## src/rtl/if_fetch_unit_pkg.sv

```systemverilog
// Shared definitions for the instruction-fetch stage: PC source codes, reset
// vector, fetch FSM states and the fetch-group record layout.
package if_fetch_unit_pkg;

    localparam logic [2:0]  PCSRC_SEQ    = 3'b000;
    localparam logic [2:0]  PCSRC_BRANCH = 3'b001;

    localparam logic [31:0] RESET_VECTOR_DEFAULT = 32'hBFC0_0000;

    localparam int unsigned FETCH_WIDTH_MAX = 4;

    typedef enum logic [1:0] {
        IDLE,
        REQ,
        DROP
    } fetch_state_t;

    typedef struct packed {
        logic [31:0]                         pc;
        logic [FETCH_WIDTH_MAX-1:0][31:0]    inst;
    } fetch_group_t;

    function automatic logic [31:0] word_align(input logic [31:0] addr);
        return addr & ~32'h3;
    endfunction

endpackage

```

## src/rtl/if_fetch_unit.sv

```systemverilog
// Instruction-fetch stage: owns the PC, runs a one-outstanding req/ack
// handshake to instruction memory and registers one fetch group for IF/ID.
module if_fetch_unit
    import if_fetch_unit_pkg::*;
#(
    parameter int unsigned FETCH_WIDTH  = 2,
    parameter logic [31:0] RESET_VECTOR = RESET_VECTOR_DEFAULT
) (
    input  logic                      clk,
    input  logic                      rst,
    input  logic                      Inst_Req_En,
    input  logic                      IF_Stall,
    input  logic [2:0]                PCsrcSel,
    input  logic [31:0]               Branch_Target,
    output logic                      Imem_Req,
    output logic [31:0]               Imem_Addr,
    input  logic                      Imem_Ack,
    input  logic [32*FETCH_WIDTH-1:0] Imem_Rdata,
    output logic                      Inst_Ready,
    output logic [31:0]               Fetch_PC,
    output logic [32*FETCH_WIDTH-1:0] Fetch_Inst
);

    localparam logic [31:0] PC_STEP = 32'(4 * FETCH_WIDTH);

    fetch_state_t state_q, state_d;

    logic [31:0]               pc_q;
    logic [31:0]               pend_q;
    logic                      issued_q;
    logic                      ready_q;
    logic [31:0]               fetch_pc_q;
    logic [32*FETCH_WIDTH-1:0] fetch_inst_q;

    logic        redirect;
    logic [31:0] target;
    logic        consume;
    logic        slot_free;
    logic        ack;
    logic        capture;

    assign redirect  = (PCsrcSel == PCSRC_BRANCH);
    assign target    = word_align(Branch_Target);
    assign consume   = ready_q & ~IF_Stall;
    assign slot_free = ~ready_q | consume;
    assign ack       = Imem_Ack & Imem_Req;

    assign Imem_Addr  = pc_q;
    assign Inst_Ready = ready_q;
    assign Fetch_PC   = fetch_pc_q;
    assign Fetch_Inst = fetch_inst_q;

    always_ff @(posedge clk) begin
        if (rst) begin
            state_q <= IDLE;
        end else begin
            state_q <= state_d;
        end
    end

    always_comb begin
        state_d = state_q;
        capture = 1'b0;
        unique case (state_q)
            IDLE: begin
                if (Inst_Req_En && slot_free && !redirect) begin
                    state_d = REQ;
                end
            end
            REQ: begin
                if (Imem_Req) begin
                    if (ack) begin
                        capture = ~redirect;
                        state_d = Inst_Req_En ? REQ : IDLE;
                    end else if (redirect) begin
                        state_d = DROP;
                    end
                end else begin
                    // Nothing presented to memory yet, so the request may still be abandoned.
                    state_d = Inst_Req_En ? REQ : IDLE;
                end
            end
            DROP: begin
                if (ack) begin
                    state_d = Inst_Req_En ? REQ : IDLE;
                end
            end
            default: state_d = IDLE;
        endcase
    end

    // In REQ the request is held back while an unconsumed group occupies the
    // output slot; once presented (issued_q) it stays up until acked.
    always_comb begin
        Imem_Req = 1'b0;
        unique case (state_q)
            IDLE:    Imem_Req = 1'b0;
            REQ:     Imem_Req = issued_q | slot_free;
            DROP:    Imem_Req = 1'b1;
            default: Imem_Req = 1'b0;
        endcase
    end

    always_ff @(posedge clk) begin
        if (rst) begin
            pc_q         <= RESET_VECTOR;
            pend_q       <= RESET_VECTOR;
            issued_q     <= 1'b0;
            ready_q      <= 1'b0;
            fetch_pc_q   <= '0;
            fetch_inst_q <= '0;
        end else begin
            issued_q <= Imem_Req & ~ack;

            if (state_q == DROP) begin
                if (ack) begin
                    pc_q <= redirect ? target : pend_q;
                end else if (redirect) begin
                    pend_q <= target;
                end
            end else if (redirect) begin
                if (state_q == REQ && Imem_Req && !ack) begin
                    pend_q <= target;
                end else begin
                    pc_q <= target;
                end
            end else if (capture) begin
                pc_q <= pc_q + PC_STEP;
            end

            if (redirect) begin
                ready_q <= 1'b0;
            end else if (capture) begin
                ready_q <= 1'b1;
            end else if (consume) begin
                ready_q <= 1'b0;
            end

            if (capture) begin
                fetch_pc_q   <= pc_q;
                fetch_inst_q <= Imem_Rdata;
            end
        end
    end

endmodule

```

## config.mk

```make
export PLATFORM = sky130hd
export DESIGN_NAME = if_fetch_unit
export DESIGN_NICKNAME = d
export VERILOG_FILES = /design/src/rtl/if_fetch_unit_pkg.sv /design/src/rtl/if_fetch_unit.sv
export SDC_FILE = /design/constraint.sdc
export NUM_CORES = 1
export LEC_CHECK = 0
export CORE_AREA = 2 2 127 129
export DETAILED_ROUTE_END_ITERATION = 12
export DIE_AREA = 0 0 129 131
export PLACE_DENSITY = 0.83
export SYNTH_ARGS = -nofsm -noshare
export SYNTH_HDL_FRONTEND = slang
export SYNTH_SLANG_ARGS = --single-unit
```

## constraint.sdc

```tcl
create_clock -name clk -period 3.1 [get_ports clk]
set_input_delay 0.62 -clock clk [delete_from_list [all_inputs] [get_ports clk]]
set_output_delay 0.62 -clock clk [all_outputs]
set_load 0.02 [all_outputs]
```

==> results.cfg <==
[status]
status = finished, final reports clean

[setup_path]
critical_path.top_delay_family = buffers and inverters
crit_type = in2out
cp.required_ns = 2.48
path_cells = clkdlybuf4s50_1, nand3b_1, and2_1, o21a_1, clkdlybuf4s50_1
r2r_end = Imem_Addr[9]
critPathMaxFanout = 5
timing.rr.start = state_q[0]
slowest_delay_ns = 0.55
startpoint_type = input pin
critPathBufInv = 2
ff2ff_setup_slack_ns = 0.46
end_kind = primary output
crit_path_start = IF_Stall
crit_arrival_ns = 2.26
path_common_cell = clkdlybuf4s50_1
ff2ff_path_depth = 9
cp_slowest_cell = clkdlybuf4s50_1
path_depth = 5
endpoint = Imem_Req

[pwr]
p_switching_mw = 1.49
clockPowerShare_pct = 40.3
p_seq_share_pct = 42.4
p_int_mw = 3.90
leakage_nw = 3.49
total_power_mw = 5.39
power.density_nw_per_um2 = 531
ir_worst_vdd_mv = 0.388
pwr-share-comb_pct = 17.4
switching_share_pct = 27.7

[clock_tree]
clock_path_buffers = 2
cts_root_buffer = clkbuf_16
cts.sinks = 164
post_cts_buffers = 0
numCtsBuffers = 17
clkTransAtPathRegs_ns = 0.07
cts_tree = yes
cts-resized-gates = 0
h-tree-depth = 4
holdBufCountCts = 0
clk_latency_ns = 0.43

[place]
hpwl_um = 15100
post_dp_cell_area_um2 = 9560
gp_congestion = 0.875
numPortBuffers = 231

[routing]
wl_per_cell_um = 16.2
drc = 0
routed_wirelength_um = 21900
route.antenna.remaining_nets = 0
drt_first_pass_iters = 5
viasPerCell = 5.37
vias = 7262
first_iter_violations = 640

[cells_and_area]
areaGrowthSynthToFinish_pct = 45.1
final_util_pct = 65.2
drive_gt1_share_pct = 6.51
mostFrequentLayoutCell = nand2_1
final_cell_mix = nand2_1, clkdlybuf4s50_1, dfxtp_1
stdcell_area_um2 = 10200
num_antenna_cells = 0
nNetsFinal = 1233
fillers = 1330

[job]
maxCapViolCount = 0

[global_routing]
use_met2_pct = 39.8
grt_use_met1_pct = 32.3
antenna_found_initial = 0
grt_pass1_vias = 6546
gr-total-overflow = 0
grt_max_degree = 65
top_usage_layer = met2
grt_use_met3_pct = 5.74
grt_pass1_wl_um = 33200
gr-usage-all-layers_pct = 24.8

[yosys]
synth_cell_types = 61
ys_warn_count = 0
synth-main-ff-cell = dfxtp_1
synth-seq-area-share_pct = 46.9
synthMuxAreaShare_pct = 1.32
synthCells = 923
synth-seq-cells = 164
synth_compound_area_share_pct = 19.9
netlist_area_um2 = 7000
synthArstFlopShare_pct = 0
synth-simple-area-share_pct = 26.0
synth_nets = 1032
synth_xor_area_share_pct = 0.375
synthAdderAreaFrac_pct = 0.893
synth_top_family_by_area = simple AND/OR/NAND/NOR gates
avgSynthCellArea_um2 = 7.59
synth-edff-count = 0

[sta]
period_share_pct = 92.9
max_freq_ghz = 0.347
fin_hold_ws_ns = 0.452
period_minus_slack_ns = 2.88
slew_violations = 0
rsz0062_at_grt = no
finClkSkew_ns = 0.0104
tightest_slew_ns = 0.901
tns_ns = 0
relSlewSlack_pct = 39.4
finalSetupViolations = 0
hold_viol = 0

[hold_path]
min_path_type = reg2reg

[floorplanning]
dieArea_um2 = 16900
rows = 46
die_y_um = 131
die_w_um = 129
ios = 234
core_area_um2 = 15600
start_util_pct = 44.9
## kinds of logic (layout without fill, tap and decap cells)
group,count (synthesis),after routing
adders and majority gates,5,5
muxes,9,9
AOI/OAI and AO/OA,240,240
buffers and inverters,80,294
xor gates and xnor gates,3,3
and+or+nand+nor,422,422
DFF,164,164
## final cells by class
type	count	area (um2)	share of cell area, %
Sequential cell	164	3280	32.3
Tap cell	216	270	2.66
Timing Repair Buffer	256	2560	25.2
Multi-Input combinational cell	679	3420	33.7
Clock buffer	18	429	4.22
Clock inverter	14	176	1.74
Inverter	6	22.5	0.222
## metrics by stage
stage | worst slack, ns | instances
floorplan | 0.694 | 923
detailed placement | 0.244 | 1321
CTS | 0.233 | 1353
global placement | 0.263 | 1321
global route | 0.152 | 1353
finish | 0.220 | 1353
## worst min-delay path, delay by kind of cell, from the launching register on
kind	cells	cell delay (ns)
flip-flops	1	0.31
AND/OR/NAND/NOR	1	0.05
AO/OA/AOI/OAI	1	0.05
## power groups by stage
stage	clock network, mW	logic [mW]	registers [mW]
floorplan	0	0.406	2.40
global placement	0	0.918	2.32
detailed placement	0	0.929	2.33
CTS	2.20	0.935	2.28
global route	2.28	1.02	2.30
finish	2.17	0.937	2.28
## routing by layer
metal	vias to the layer above	part of all wire (%)
met5	-	0
met4	0	2.8
met3	47	7.9
met2	331	47
met1	3332	43
li1	3552	-
## worst min-delay path by stage
stage | end | startpoint | slack (ns) | cells past startpoint
final | Fetch_Inst[43] | Fetch_Inst[43] | 0.45 | 2
after global routing | Fetch_Inst[8] | Fetch_Inst[8] | 0.47 | 2
after CTS | pend_q[14] | pend_q[14] | 0.45 | 2
after detailed placement | pend_q[14] | pend_q[14] | 0.44 | 2
after global placement | pend_q[17] | pend_q[17] | 0.44 | 2
after floorplan | pend_q[14] | pend_q[14] | 0.43 | 2
## cell usage after synthesis (5+ instances only)
cell,number,area share (%)
a211oi_1,7,0.75
a21oi_1,149,11
a31oi_1,6,0.54
and2_1,7,0.63
and3_1,10,0.89
buf_1,10,0.54
buf_2,5,0.36
clkbuf_1,54,2.9
dfxtp_1,164,47
ha_1,5,0.89
inv_1,5,0.27
mux2i_1,7,1.0
nand2_1,301,16
nand3_1,30,2.1
nand4_1,7,0.63
nor2_1,25,1.3
nor3_1,12,0.86
o211ai_1,9,0.96
o21a_1,8,0.86
o21ai_0,27,1.9
o31ai_1,5,0.54
## registers in the layout (all words and copies together) (netlist names)
signal / count
Fetch_Inst: 64
Fetch_PC: 32
Imem_Addr: 32
Inst_Ready: 1
issued_q: 1
pend_q: 32
state_q: 2
Note: power is estimated with default switching activity, not from simulation.
